## src/rtl/key_matrix_scan_if.sv

```systemverilog
// rtl/key_matrix_scan_if.sv - keypad pins and key events exchanged with key_matrix_scan
// master = the scanner, slave = the keypad / consumer side.
interface key_matrix_scan_if #(
  parameter int ROWS = 4,
  parameter int COLS = 4,
  parameter int KW   = $clog2(ROWS * COLS)
);
  logic [ROWS-1:0] key_row_i;
  logic [COLS-1:0] key_col_o;
  logic            key_flag;
  logic [KW-1:0]   key_value;
  logic            key_release;
  logic            key_err;

  modport master (
    input  key_row_i,
    output key_col_o, key_flag, key_value, key_release, key_err
  );

  modport slave (
    output key_row_i,
    input  key_col_o, key_flag, key_value, key_release, key_err
  );
endinterface

```

## src/rtl/key_matrix_scan.sv

```systemverilog
// rtl/key_matrix_scan.sv - ROWS x COLS debounced keypad scanner with chord rejection
// Optional auto-repeat of held keys is enabled by defining KEY_REPEAT_EN.
module key_matrix_scan #(
  parameter int ROWS          = 4,
  parameter int COLS          = 4,
  parameter int DEB_CYCLES    = 1_000_000,
  parameter int SETTLE_CYCLES = 4,
  parameter int RPT_DELAY     = 25_000_000,
  parameter int RPT_PERIOD    = 5_000_000
) (
  input  logic              clk,
  input  logic              rst,
  key_matrix_scan_if.master kp
);
  localparam int KW   = $clog2(ROWS * COLS);
  localparam int NK   = ROWS * COLS;
  localparam int DW   = (DEB_CYCLES > 1) ? $clog2(DEB_CYCLES) : 1;
  localparam int CW   = $clog2(COLS);
  localparam int SW   = (SETTLE_CYCLES > 1) ? $clog2(SETTLE_CYCLES) : 1;
  localparam int LEAD = 2;

  if (ROWS < 2 || ROWS > 8 || COLS < 2 || COLS > 8 || DEB_CYCLES < 1 ||
      SETTLE_CYCLES < 1 || RPT_DELAY < 1 || RPT_PERIOD < 1) begin : g_bad_params
    $error("key_matrix_scan: parameter out of range");
  end

  typedef enum logic [2:0] {
    S_IDLE, S_P_FILT, S_SCAN, S_RESULT, S_WAIT_R, S_R_FILT
  } state_t;

  state_t          r_state, w_next;
  logic [ROWS-1:0] r_sync1, r_sync2;
  logic [DW-1:0]   r_deb;
  logic [CW-1:0]   r_col;
  logic [SW-1:0]   r_set;
  logic [NK-1:0]   r_hit;
  logic [KW-1:0]   r_value;
  logic            r_flag, r_err, r_release;

  logic            w_rows_any, w_deb_done, w_set_last, w_col_last, w_one_hot;
  logic [KW-1:0]   w_index;
  logic            w_flag, w_err, w_release;
  logic [COLS-1:0] w_col_drive;
  int              w_lead;

  assign w_rows_any = (r_sync2 != '1);
  assign w_deb_done = (int'(r_deb) == DEB_CYCLES - 1);
  assign w_set_last = (int'(r_set) == SETTLE_CYCLES - 1);
  assign w_col_last = (int'(r_col) == COLS - 1);

  always_ff @(posedge clk) begin
    if (rst) begin
      r_sync1 <= '1;
      r_sync2 <= '1;
    end else begin
      r_sync1 <= kp.key_row_i;
      r_sync2 <= r_sync1;
    end
  end

  always_ff @(posedge clk) begin
    if (rst) r_state <= S_IDLE;
    else     r_state <= w_next;
  end

  always_comb begin
    w_next = r_state;
    case (r_state)
      S_IDLE:   if (w_rows_any) w_next = S_P_FILT;
      S_P_FILT: if (!w_rows_any) w_next = S_IDLE;
                else if (w_deb_done) w_next = S_SCAN;
      S_SCAN:   if (w_set_last && w_col_last) w_next = S_RESULT;
      S_RESULT: w_next = S_WAIT_R;
      S_WAIT_R: if (!w_rows_any) w_next = S_R_FILT;
      S_R_FILT: if (w_rows_any) w_next = S_WAIT_R;
                else if (w_deb_done) w_next = S_IDLE;
      default:  w_next = S_IDLE;
    endcase
  end

  always_ff @(posedge clk) begin
    if (rst || !(r_state == S_P_FILT || r_state == S_R_FILT)) r_deb <= '0;
    else if (int'(r_deb) < DEB_CYCLES - 1)                    r_deb <= r_deb + 1'b1;
  end

  always_ff @(posedge clk) begin
    if (rst || r_state != S_SCAN) begin
      r_col <= '0;
      r_set <= '0;
    end else if (w_set_last) begin
      r_set <= '0;
      if (!w_col_last) r_col <= r_col + 1'b1;
    end else begin
      r_set <= r_set + 1'b1;
    end
  end

  // hit[k] with k = row*COLS + col; filled on the last settle cycle of each column
  always_ff @(posedge clk) begin
    if (rst || r_state == S_IDLE) begin
      r_hit <= '0;
    end else if (r_state == S_SCAN && w_set_last) begin
      for (int k = 0; k < NK; k++)
        if ((k % COLS) == int'(r_col) && !r_sync2[k / COLS]) r_hit[k] <= 1'b1;
    end
  end

  always_comb begin
    w_index   = '0;
    w_one_hot = (r_hit != '0) && ((r_hit & (r_hit - 1'b1)) == '0);
    for (int k = 0; k < NK; k++)
      if (r_hit[k]) w_index = KW'(k);
  end

`ifdef KEY_REPEAT_EN
  localparam int RPT_MAX = (RPT_DELAY > RPT_PERIOD) ? RPT_DELAY : RPT_PERIOD;
  localparam int HW      = $clog2(RPT_MAX + 1);

  logic [HW-1:0] r_hold;
  logic          r_rpt_phase, r_rpt_ok, w_rpt_hit;

  assign w_rpt_hit = (r_state == S_WAIT_R) && w_rows_any && r_rpt_ok &&
                     (int'(r_hold) == (r_rpt_phase ? RPT_PERIOD : RPT_DELAY) - 1);

  always_ff @(posedge clk) begin
    if (rst || r_state != S_WAIT_R || !w_rows_any) begin
      r_hold      <= '0;
      r_rpt_phase <= 1'b0;
    end else if (w_rpt_hit) begin
      r_hold      <= '0;
      r_rpt_phase <= 1'b1;
    end else if (int'(r_hold) < RPT_MAX) begin
      r_hold      <= r_hold + 1'b1;
    end
  end

  always_ff @(posedge clk) begin
    if (rst)                        r_rpt_ok <= 1'b0;
    else if (r_state == S_RESULT)   r_rpt_ok <= w_one_hot;
  end
`endif

  // Column drive runs LEAD cycles ahead of the hit sampling so the two-flop
  // row synchroniser delay is hidden inside each column's settle window.
  always_comb begin
    w_lead    = -1;
    w_flag    = 1'b0;
    w_err     = 1'b0;
    w_release = 1'b0;
    case (r_state)
      S_P_FILT: if (int'(r_deb) + LEAD >= DEB_CYCLES)
                  w_lead = (int'(r_deb) + LEAD - DEB_CYCLES) / SETTLE_CYCLES;
      S_SCAN:   w_lead = int'(r_col) + (int'(r_set) + LEAD) / SETTLE_CYCLES;
      S_RESULT: begin
        w_flag = w_one_hot;
        w_err  = !w_one_hot;
      end
`ifdef KEY_REPEAT_EN
      S_WAIT_R: w_flag = w_rpt_hit;
`endif
      S_R_FILT: w_release = !w_rows_any && w_deb_done;
      default:  ;
    endcase
    w_col_drive = '0;
    if (w_lead >= 0 && w_lead < COLS)
      for (int k = 0; k < COLS; k++) w_col_drive[k] = (k != w_lead);
  end

  always_ff @(posedge clk) begin
    if (rst) begin
      r_flag    <= 1'b0;
      r_err     <= 1'b0;
      r_release <= 1'b0;
      r_value   <= '0;
    end else begin
      r_flag    <= w_flag;
      r_err     <= w_err;
      r_release <= w_release;
      if (r_state == S_RESULT && w_one_hot) r_value <= w_index;
    end
  end

  assign kp.key_col_o   = w_col_drive;
  assign kp.key_flag    = r_flag;
  assign kp.key_value   = r_value;
  assign kp.key_release = r_release;
  assign kp.key_err     = r_err;
endmodule

```

## src/flat_wrapper.sv

```systemverilog
// flat-port wrapper written by rule: the top's interface ports become plain ports
module key_matrix_scan_flat 
#(
  parameter int ROWS          = 4,
  parameter int COLS          = 4,
  parameter int DEB_CYCLES    = 1_000_000,
  parameter int SETTLE_CYCLES = 4,
  parameter int RPT_DELAY     = 25_000_000,
  parameter int RPT_PERIOD    = 5_000_000
)
  (clk, rst, kp_key_row_i, kp_key_col_o, kp_key_flag, kp_key_value, kp_key_release, kp_key_err);
  key_matrix_scan_if #(.ROWS(ROWS), .COLS(COLS)) kp_i ();
  input  logic clk;
  input  logic rst;
  input wire logic [$bits(kp_i.key_row_i)-1:0] kp_key_row_i;
  output wire logic [$bits(kp_i.key_col_o)-1:0] kp_key_col_o;
  output wire logic [$bits(kp_i.key_flag)-1:0] kp_key_flag;
  output wire logic [$bits(kp_i.key_value)-1:0] kp_key_value;
  output wire logic [$bits(kp_i.key_release)-1:0] kp_key_release;
  output wire logic [$bits(kp_i.key_err)-1:0] kp_key_err;
  assign kp_i.key_row_i = kp_key_row_i;
  assign kp_key_col_o = kp_i.key_col_o;
  assign kp_key_flag = kp_i.key_flag;
  assign kp_key_value = kp_i.key_value;
  assign kp_key_release = kp_i.key_release;
  assign kp_key_err = kp_i.key_err;
  key_matrix_scan #(.ROWS(ROWS), .COLS(COLS), .DEB_CYCLES(DEB_CYCLES), .SETTLE_CYCLES(SETTLE_CYCLES), .RPT_DELAY(RPT_DELAY), .RPT_PERIOD(RPT_PERIOD)) u_core (.clk(clk), .rst(rst), .kp(kp_i));
endmodule
```

## config.mk

```make
export PLATFORM = sky130hd
export DESIGN_NAME = key_matrix_scan_flat
export DESIGN_NICKNAME = d
export VERILOG_FILES = /design/src/rtl/key_matrix_scan_if.sv /design/src/rtl/key_matrix_scan.sv /design/src/flat_wrapper.sv
export SDC_FILE = /design/constraint.sdc
export NUM_CORES = 1
export LEC_CHECK = 0
export BUFFER_PORTS_ARGS = -buffer_cell sky130_fd_sc_hd__buf_2
export CORE_UTILIZATION = 23
export DETAILED_ROUTE_END_ITERATION = 7
export GPL_TIMING_DRIVEN = 0
export PLACE_DENSITY = 0.36
export SLEW_MARGIN = 20
export SYNTH_ARGS = -nofsm -noshare
export SYNTH_HDL_FRONTEND = slang
export SYNTH_SLANG_ARGS = --single-unit
```

## constraint.sdc

```tcl
create_clock -name clk -period 5.3 [get_ports clk]
set_clock_uncertainty 0.1 [all_clocks]
set_input_delay 0.795 -clock clk [delete_from_list [all_inputs] [get_ports clk]]
set_output_delay 0.795 -clock clk [all_outputs]
set_load 0.005 [all_outputs]
```

# Word-level counts from Yosys, hierarchy flattened
# Cells that the tools add are included.
# totals
latch_bits	0
mem_bits_rw	0
mem_bits_ro	0
reg_bits	58
n_memories	0
output_inout_bits	11
# op_classes
magnitude_cmp	4
eq_ne	21
add_sub_neg	10
muxes	26
div	0
multipliers	0
reduce_logical	61
shift	0
n_bitwise	6
# op_table
operator	n
adder 32 x 1 -> 32 bit	2
inequality test 3 x 32 -> 1 bit (first input constant)	2
one-hot mux 32 bit (2 select lines)	1
2-to-1 mux 4 bit	9
AND reduction 2 bit	17
2-to-1 mux 3 bit	11
adder 3 x 32 -> 32 bit	1
greater-or-equal comparator 32 x 1 -> 1 bit (second input constant)	1
greater-or-equal comparator 32 x 21 -> 1 bit (second input constant)	1
< comparator 32 x 4 -> 1 bit (second input constant)	1
2-to-1 mux 32 bit	1
inequality test 2 x 32 -> 1 bit (first input constant)	1
nonzero test 32 bit	1
subtractor 32 x 21 -> 32 bit (second input constant)	1
logical AND 1 bit	22
adder 20 x 2 -> 21 bit (second input constant)	1
adder 20 x 1 -> 20 bit (second input constant)	1
equality test 20 x 17 -> 1 bit (second input constant)	1
< comparator 20 bit (second input constant)	1
one-hot mux 3 bit (6 select lines)	1
AND 16 bit	1
logical NOT 16 bit	1
nonzero test 16 bit	1
subtractor 16 x 1 -> 16 bit (second input constant)	1
25 further kinds	47

# Depth between registers and ports, before layout
# Gate-level depths: netlist of run 1.
# depth
word_depth	15
ltp_mapped	19
depth_no_buf	18

# Worst setup path before layout of run 1
# Ideal clock, no wire load.
# synth_timing
kind	register to output
start	register u_core.r_deb[3]
end	output kp_key_col_o[0]
required_ps	4405
path_buffers	1
slack_ps	509
path_stages_with_launch	18
t_arrival_ps	3896
cell_sequence	dfxtp_1 -> buf_4 -> and4_4 -> nand4_4 -> xor2_1 -> o211a_4 -> a21oi_1 -> nand2b_1 -> a211oi_1 -> ha_1 -> o21ai_1 -> or4_4 -> or4b_4 -> nor4bb_1 -> o211ai_1 -> a21oi_1 -> a21oi_2 -> a21oi_1
# synth_via
elab_chain_len	9
elab_cells_between_ends	12
classes_between	add/sub: 3; order compare: 3; mux: 3; bitwise: 1; reduce/logical: 2
# synth_lines
element	line_no	rtl
start: declaration	key_matrix_scan.sv:33	logic [DW-1:0] r_deb;
adder 20 x 2 -> 21 bit *	key_matrix_scan.sv:151, key_matrix_scan.sv:152	
subtractor 32 x 21 -> 32 bit	key_matrix_scan.sv:152	w_lead = (int'(r_deb) + LEAD - DEB_CYCLES) / SETTLE_CYCLES;
AND 1 bit (no line)	-	
adder 32 x 1 -> 32 bit (no line)	-	
2-to-1 mux 32 bit *	key_matrix_scan.sv:151	S_P_FILT: if (int'(r_deb) + LEAD >= DEB_CYCLES)
one-hot mux 32 bit (2 select lines) *	key_matrix_scan.sv:150	case (r_state)
greater-or-equal comparator 32 x 1 -> 1 bit or < comparator 32 x 4 -> 1 bit (tied branches)	key_matrix_scan.sv:165	if (w_lead >= 0 && w_lead < COLS)
logical AND 1 bit	key_matrix_scan.sv:165	
2-to-1 mux 4 bit *	key_matrix_scan.sv:165	
end: declaration	flat_wrapper.sv:16	output wire logic [$bits(kp_i.key_col_o)-1:0] kp_key_col_o;
# Mark *: on every way between the ends. The rest lies on a longest branch, timed or not.

# Final worst setup path of run 1
# layout_timing
start	register u_core.r_deb[6]
end	output kp_key_col_o[3]
# The elaborated chain is that of the path after synthesis.

==> results of run 1 <==
## cell usage in the layout (no fill, tap or decap), drive strengths merged, types with 3 or more instances in the layout
cell type   n
a211oi      9
a21boi      3
a21oi      40
a31oi       3
and2        6
and3        8
and4        3
buf        71
clkbuf     22
dfxtp      58
ha         15
inv        16
nand2      34
nand2b      6
nand3      11
nand3b      3
nand4      11
nor2       76
nor3       19
nor4       11
nor4b       5
o2111ai     4
o211ai      6
o21ai      14
o21bai      3
o221ai      3
o2bb2ai     3
o31ai       3
o32ai       3
or2        11
or3        11
xnor2      20
xor2       17
## kinds of logic after synthesis
kind of cell | share of synthesized area, %
AOI/OAI and AO/OA | 20.0
DFF | 28.4
buffers and inverters | 4.96
xor gates and xnor gates | 9.03
adders and majority gates | 4.83
muxes | 0.490
and+or+nand+nor | 32.3
## per-stage QoR
step                setup TNS [ns]  setup slack [ns]  hold slack [ns]  util, %  std cells
floorplan                        0             0.509            0.289        -        499
global placement             -1.27            -0.319            0.294     25.6        740
detailed placement           -1.27            -0.323            0.301     25.6        740
CTS                         -0.292           -0.0800            0.313     30.3        787
global route                -0.726            -0.204            0.326     31.3        795
finish                           0            0.0706            0.309     31.3        795
## flip-flops by register name, summed over array words and instances, names as in the netlist
name,flops
u_core.kp.key_release,1
u_core.r_col,2
u_core.r_state,3
u_core.r_sync1,4
u_core.kp.key_value,4
u_core.r_hit,16
u_core.kp.key_err,1
u_core.kp.key_flag,1
u_core.r_sync2,4
u_core.r_set,2
u_core.r_deb,20
## worst max-delay path, stage by stage, from the launching register on
cell and delay (ns):
dfxtp_2 0.33, buf_6 0.13, buf_4 0.12, and4_4 0.25, nand4_4 0.12, xor2_4 0.20
o211a_4 0.20, a21oi_4 0.05, nand2b_4 0.15, a211oi_2 0.22, ha_2 0.24, o21ai_4 0.07
or4_4 0.46, or4b_4 0.53, nor4bb_2 0.29, o211ai_1 0.12, a21oi_2 0.17, a21oi_2 0.10
a21oi_1 0.13, buf_2 0.12
## power by group
part,internal (mW),total (mW),switching [mW]
Clock,0.437,0.641,0.204
Combinational,0.00794,0.0226,0.0146
Sequential,0.438,0.440,0.00214
## worst paths after layout
kind,from,to,slack [ns],cells past startpoint
worst min register to register,u_core.r_sync1[3],u_core.r_sync2[3],0.31,1
worst min-delay path,u_core.r_sync1[3],u_core.r_sync2[3],0.31,1
worst max-delay path,u_core.r_deb[6],kp_key_col_o[3],0.07,19
worst max register to register,u_core.r_hit[8],u_core.kp.key_value[1],2.03,7
## what timing repair did
item / 4_1_cts / 5_1_grt
resized for setup: 53 / 26
endpoints found under the setup margin: 4 / 4
pin swaps: 19 / 18
buffers inserted: 31 / 9
gates cloned: 0 / 0
## per-layer routing
metal  global-route usage, %  vias to the layer above
li1                        -                     1953
met1                    20.5                     1820
met2                    21.1                       65
met3                    2.73                        9
met4                    4.31                        0
met5                       0                        -
## area by class of cell
type | count | area (sq um) | area share [%]
multi-input cells | 399 | 2980 | 54.9
flip-flops and latches | 58 | 1190 | 21.9
repair buffers | 56 | 408 | 7.52
well taps | 225 | 282 | 5.19
clock buffers | 12 | 256 | 4.73
plain buffers | 25 | 180 | 3.32
clock inverters | 4 | 73.8 | 1.36
inverters | 16 | 60.1 | 1.11
==> results_dict.tcl, run 1 <==
set metrics [dict create \
    run_status "complete, no violations" \
    grt.total_usage_pct 14.2 \
    gp_congestion 0.795 \
    grt_pass1_vias 3642 \
    numPortBuffers 16 \
    synth_seq_area_share_pct 28.4 \
    synth_seq_cells 58 \
    cp-end-kind "output pin" \
    relSlewSlack_pct 31.2 \
    ctsHoldBuffers 0 \
    routedWlPerCell_um 15.3 \
    top_layer "met4" \
    finalNetCount 586 \
    maxCapViolCount 0 \
    synth_cell_types 88 \
    cts_htree_levels 3 \
    cts_buffers 9 \
    yosysMostFrequentCell "nor2_1" \
    cp_max_fo 4 \
    die_x_um 135 \
    syn_nets 520 \
    clkLatencyLatePin_ns 0.33 \
    root_buffer "clkbuf_16" \
    powerDensity_mw_per_mm2 203 \
    final_area_sq_mm 0.00543 \
    viasPerCell 4.84 \
    required_ns 4.41 \
    drt_iter0_markers 173 \
    crit_type "flip-flop to output pin" \
    m1WireLength_um 6300 \
    overflow 0 \
    hold_violations 0 \
    vias 3847 \
    first_pass_iters 4 \
    nFillCells 1801 \
    grt_start_max_net_pins 11 \
    total_power_mw 1.10 \
    path_clk_slew_ns 0.05 \
    dp_hpwl_um 9150 \
    fmax_mhz 191 \
    synth_top_area_cell "dfxtp_1" \
    io_pins 17 \
    drc 0 \
    area_growth_pct 32.7 \
    async_flop_share_pct 0 \
    grt_pass1_wl_um 19900 \
    cts.sinks 58 \
    drv_slew 0 \
    synth_common_cells "74 x nor2_1, 58 x dfxtp_1, 39 x a21oi_1, 33 x nand2_1" \
    wl_met3_um 443 \
    wl_met2_um 5330 \
    final-setup-viol-count 0 \
    synth_edf_count 0 \
    syn_inst 499 \
    crit_arrival_ns 4.33 \
    drive_gt1_share_pct 29.1 \
    synth_area_leaders "dfxtp_1 28%, nor2_1 6.8%, a21oi_1 4.8%, ha_1 4.6%, xnor2_1 3.6%" \
    finalCriticalPeriod_ns 5.23 \
    hold_class "flip-flop to flip-flop" \
    core_sq_mm 0.0174 \
    floorplan.die_area_sq_mm 0.0183 \
    yosysWarnings 0 \
    tritoncts "done" \
    diodes 0 \
    rsz0062_at_grt "yes" \
    vdd_drop_max_uv 146 \
    wl_um 12200 \
    cts_buffer_depth 2 \
    ant_nets 0 \
    row_count 48 \
    grt_antenna_before_repair 0 \
    dpl-instance-area_sq_mm 0.00445 \
    die_h_um 135 \
    worst_setup_path_start_kind "flip-flop" \
    synthFlopType "dfxtp_1" \
    max_slew.worst_pin.slew_ns 1.02 \
    synth_area_sq_mm 0.00409 \
    yosysTopAreaCellShare_pct 28.4 \
    fin_crit_sh_pct 98.7 \
    initial_core_util_pct 23.6 \
    leakage_nw 1.97 \
    syn_avg_cell_area_sq_um 8.19 \
]
Note: power is estimated with default switching activity, not from simulation.
==> run 2, diff against run 1 <==
--- a/config.mk
+++ b/config.mk
@@ -10,6 +10,7 @@
 export DETAILED_ROUTE_END_ITERATION = 7
 export GPL_TIMING_DRIVEN = 0
 export PLACE_DENSITY = 0.36
+export SETUP_SLACK_MARGIN = 0.2
 export SLEW_MARGIN = 20
 export SYNTH_ARGS = -nofsm -noshare
 export SYNTH_HDL_FRONTEND = slang
==> run 2 against run 1 <==
Effect of this change:
- combinational power about the same
- die area unchanged
- sequential share of layout area about the same
- routed wire length down 0.49%
- hold slack about the same
- worst setup slack worse by 0.0047 ns
- cell area down 0.85%
- critical endpoint unchanged
- core utilization down 0.27 points
- critical path depth up 1
- non-clock buffer count down 2
- flip-flop and latch count unchanged
- largest cell class unchanged
- clock power about the same
==> results_dict.tcl, run 2 (synthesis gave the netlist of run 1 again) <==
set metrics [dict create \
    core_sq_mm 0.0174 \
    crit_chain "buf_6 > nand4_1 > buf_6 > buf_6 > nor3_2 > and4b_4 > o211a_4 > a21oi_4 > nand2b_4 > a211oi_2 > ha_2 > o21ai_4 > or4_4 > or4b_4 > nor4bb_2 > o211ai_1 > a21oi_2 > a21oi_2 > a21oi_1 > buf_2" \
    ant_nets 0 \
    wl_um 12100 \
    setup_slack_ns 0.0659 \
    tritoncts "done" \
    overflow 0 \
    finalNetCount 584 \
    hold_violations 0 \
    largest_reg_flops 20 \
    ctsHoldBuffers 0 \
    area_growth_pct 31.5 \
    cts_buffer_depth 2 \
    grt_antenna_before_repair 0 \
    r2r_cells 9 \
    maxCapViolCount 0 \
    reg_top3 "u_core.r_deb x20, u_core.r_hit x16" \
    drive_gt1_share_pct 28.9 \
    mostFrequentLayoutCell "nor2_1" \
    relSlewSlack_pct 32.8 \
    grt_start_max_net_pins 11 \
    clkLatencyLatePin_ns 0.33 \
    dp_hpwl_um 9150 \
    finalCriticalPeriod_ns 5.23 \
    row_count 48 \
    numPortBuffers 16 \
    diodes 0 \
    floorplan.die_area_sq_mm 0.0183 \
    largest_register "u_core.r_deb" \
    cp_max_fo 4 \
    grt.total_usage_pct 14.2 \
    io_pins 17 \
    cts_buffers 9 \
    root_buffer "clkbuf_16" \
    crit_type "flip-flop to output pin" \
    die_h_um 135 \
    grt_pass1_wl_um 19900 \
    drv_slew 0 \
    cts.sinks 58 \
    drt_iter0_markers 191 \
    cp-end-kind "output pin" \
    grt_pass1_vias 3642 \
    fin_crit_sh_pct 98.8 \
    crit_top_cell "buf_6" \
    critPathSlowestCell "or4b_4" \
    viasPerCell 4.87 \
    post-place-ws_ns -0.323 \
    final-setup-viol-count 0 \
    powerDensity_mw_per_mm2 205 \
    routedWlPerCell_um 15.3 \
    leakage_nw 1.96 \
    gp_congestion 0.795 \
    cpPeakStageDelay_ns 0.53 \
    mostFrequentLayoutCells "73 x nor2_1, 49 x dfxtp_1, 37 x buf_4, 37 x a21oi_1, 31 x nand2_1" \
    die_x_um 135 \
    first_pass_iters 4 \
    required_ns 4.41 \
    vias 3859 \
    drc 0 \
    total_power_mw 1.10 \
    path_clk_slew_ns 0.05 \
    crit_arrival_ns 4.34 \
    cts_htree_levels 3 \
    initial_core_util_pct 23.6 \
    rsz0062_at_grt "yes" \
    max_slew.worst_pin.slew_ns 1.00 \
    run_status "complete, no violations" \
    fmax_mhz 191 \
    worst_setup_path_start_kind "flip-flop" \
    hold_class "flip-flop to flip-flop" \
    vdd_drop_max_uv 143 \
    hold_depth 1 \
]
-- run 2: changes by cell type in the layout (fill, tap and decap cells not counted), sizes merged --
cell  delta
buf      -2
-- run 2: final timing paths --
check	start	to	slack, ns
worst max-delay path	u_core.r_deb[5]	kp_key_col_o[3]	0.07
worst min-delay path	u_core.r_sync1[3]	u_core.r_sync2[3]	0.31
worst max register to register	u_core.r_hit[1]	u_core.kp.key_value[1]	2.06
worst min register to register	u_core.r_sync1[3]	u_core.r_sync2[3]	0.31
-- run 2: metal layers --
layer | part of all wire [%] | vias up | global-route usage, % | wire length (um)
met2 | 44 | 52 | 21.1 | 5370
met3 | 2.7 | 5 | 2.73 | 333
met4 | 0.70 | 0 | 4.31 | 85
met5 | 0 | - | 0 | 0
li1 | - | 1952 | - | -
met1 | 52 | 1850 | 20.5 | 6360
-- run 2: layout make-up --
class                      count  area (sq um)
buffer                        26           184
clock buffer                  12           256
clock inverter                 4          73.8
fill                        1806         12000
inverter                      16          60.1
multi-input combinational    399          2970
sequential                    58          1170
tap                          225           282
timing repair buffer          53           382
-- run 2: what timing repair did --
item                       in CTS  in global routing
gates resized for setup        53                 17
pin swaps                      19                  7
setup endpoints to repair       4                  4
buffers inserted               31                  6
-- run 2: power by group --
group	switching, mW	internal (mW)
registers	0.00213	0.440
clock network	0.204	0.437
logic	0.0146	0.00779
total	0.220	0.884
-- run 2: critical path: cells and delay by family, from the launching register on --
family | cells | cell delay [ns]
AOI/OAI and AO/OA | 8 | 1.00
buffers and inverters | 4 | 0.47
adders and majority gates | 1 | 0.24
and+or+nand+nor | 7 | 2.00
DFF | 1 | 0.31
-- run 2: stage by stage --
step	std cells	cell area [sq um]	hold WS (ns)	util, %	setup TNS, ns
floorplan	499	4090	0.289	-	0
global placement	740	4450	0.294	25.6	-1.27
detailed placement	740	4450	0.301	25.6	-1.27
CTS	787	5270	0.313	30.3	-0.292
global route	793	5380	0.326	31.0	-0.605
finish	793	5380	0.309	31.0	0
==> run 3, diff against run 2 <==
--- a/config.mk
+++ b/config.mk
@@ -6,9 +6,11 @@
 export NUM_CORES = 1
 export LEC_CHECK = 0
 export BUFFER_PORTS_ARGS = -buffer_cell sky130_fd_sc_hd__buf_2
+export CORE_MARGIN = 2
 export CORE_UTILIZATION = 23
 export DETAILED_ROUTE_END_ITERATION = 7
 export GPL_TIMING_DRIVEN = 0
+export MAX_ROUTING_LAYER = met4
 export PLACE_DENSITY = 0.36
 export SETUP_SLACK_MARGIN = 0.2
 export SLEW_MARGIN = 20
==> run 3 against run 2 <==
Effect of this change:
- the run now ends with setup timing left
- count of clock-buffer cells in the layout down 1
- cell count up 0.25%
- sequential power about the same
- global-route usage down 0.25 points
- die area up 3.0%
- combinational power up 4%
==> results_dict.tcl, run 3 (synthesis gave the netlist of run 1 again) <==
set metrics [dict create \
    cts_buffers 9 \
    cts_htree_levels 3 \
    wl_met3_um 347 \
    hold_class "flip-flop to flip-flop" \
    cp-end-kind "output pin" \
    largest_register "u_core.r_deb" \
    initial_core_util_pct 23.6 \
    grt.total_usage_pct 14.0 \
    grt_antenna_before_repair 0 \
    finalCriticalPeriod_ns 5.35 \
    top_layer "met4" \
    max_slew.worst_pin.slew_ns 0.994 \
    cts_buffer_depth 2 \
    dp_hpwl_um 9250 \
    overflow 0 \
    routedWlPerCell_um 15.5 \
    cts.sinks 58 \
    numPortBuffers 16 \
    core_sq_mm 0.0174 \
    violations "setup timing" \
    diodes 0 \
    reg2reg_slack_ns 2.09 \
    final_core_util_pct 30.9 \
    row_count 48 \
    m1WireLength_um 6410 \
    largest_reg_flops 20 \
    vdd_drop_max_uv 150 \
    grt_pass1_wl_um 19300 \
    finalNetCount 586 \
    io_pins 17 \
    gp_congestion 0.804 \
    run_status "complete, but fails checks" \
    die_x_um 137 \
    path_clk_slew_ns 0.05 \
    setup_slack_ns -0.0522 \
    clkLatencyLatePin_ns 0.34 \
    drc 0 \
    wl_met2_um 5470 \
    drv_slew 0 \
    grt_pass1_vias 3530 \
    total_power_mw 1.05 \
    ctsHoldBuffers 0 \
    grt_start_max_net_pins 11 \
    leakage_nw 1.91 \
    first_pass_iters 4 \
    fin_crit_sh_pct 101 \
    cp_max_fo 5 \
    floorplan.die_area_sq_mm 0.0189 \
    crit_arrival_ns 4.46 \
    mostFrequentLayoutCell "nor2_1" \
    drive_gt1_share_pct 29.8 \
    maxCapViolCount 0 \
    ant_nets 0 \
    mostFrequentLayoutCells "73 x nor2_1, 50 x dfxtp_1, 39 x buf_4" \
    crit_type "flip-flop to output pin" \
    drt_iter0_markers 184 \
    die_h_um 137 \
    reg_top3 "u_core.r_deb x20, u_core.r_hit x16" \
    wl_um 12400 \
    powerDensity_mw_per_mm2 196 \
    relSlewSlack_pct 33.2 \
    fmax_mhz 187 \
    vias 3843 \
    viasPerCell 4.83 \
    required_ns 4.41 \
    rsz0062_at_grt "yes" \
    hold_violations 0 \
    final-setup-viol-count 4 \
    tritoncts "done" \
    area_growth_pct 31.4 \
    root_buffer "clkbuf_16" \
    worst_setup_path_start_kind "flip-flop" \
]
## run 3: changes by cell type in the layout (fill, tap and decap cells not counted), sizes merged
cell	before	now
buf	69	71
bufinv	2	1
clkbuf	22	21
clkinv	2	4
## run 3: repair_timing
action                                  CTS  global route
buffers inserted                         27            12
gates resized for setup                  49            28
endpoints found under the setup margin    4             4
pin swaps                                18            17
## run 3: through the flow
| stage | instances | hold slack, ns | cell area, sq um | setup slack [ns] | TNS, ns |
|---|---|---|---|---|---|
| global route | 795 | 0.324 | 5370 | -0.261 | -0.977 |
| global placement | 740 | 0.295 | 4450 | -0.333 | -1.33 |
| finish | 795 | 0.316 | 5370 | -0.0522 | -0.138 |
| CTS | 783 | 0.318 | 5160 | -0.125 | -0.461 |
| floorplan | 499 | 0.289 | 4090 | 0.509 | 0 |
| detailed placement | 740 | 0.303 | 4450 | -0.396 | -1.53 |
## run 3: layout make-up
class / count / area (sq um)
inverters: 16 / 60.1
plain buffers: 26 / 191
flip-flops and latches: 58 / 1180
clock buffers: 11 / 243
clock inverters: 5 / 53.8
well taps: 225 / 282
multi-input cells: 399 / 2980
fillers: 1849 / 12000
repair buffers: 55 / 384
## run 3: layer usage
metal / vias to the layer above / track usage (%)
li1: 1947 / -
met1: 1833 / 19.0
met2: 51 / 20.8
met3: 12 / 3.35
met4: 0 / 3.72
met5: - / -
## run 3: critical path, stage by stage (launching register included)
cell and delay [ns]:
dfxtp_2 0.31, buf_6 0.12, nand4_1 0.19, buf_6 0.14, buf_6 0.08, nor3_2 0.03, and4b_4 0.33, o211a_4 0.19
a21oi_4 0.05, nand2b_4 0.15, a211oi_2 0.23, ha_2 0.24, o21ai_4 0.07, or4_4 0.45, or4b_4 0.55, buf_4 0.16
o211ai_1 0.26, a2111oi_4 0.08, a21oi_2 0.25, a21oi_1 0.07, buf_2 0.16
## run 3: worst paths after layout
path                                        start                     end  depth (start not counted)
worst max-delay path              u_core.r_deb[5]         kp_key_col_o[0]                         20
worst min-delay path            u_core.r_sync1[1]       u_core.r_sync2[1]                          1
worst max register to register    u_core.r_hit[8]  u_core.kp.key_value[1]                          7
worst min register to register  u_core.r_sync1[1]       u_core.r_sync2[1]                          1
## run 3: power breakdown
group	total, mW	switching, mW	leakage [nW]	internal (mW)
clock network	0.588	0.213	0.149	0.374
registers	0.441	0.00223	0.474	0.439
logic	0.0232	0.0152	1.29	0.00805
total	1.05	0.231	1.91	0.821
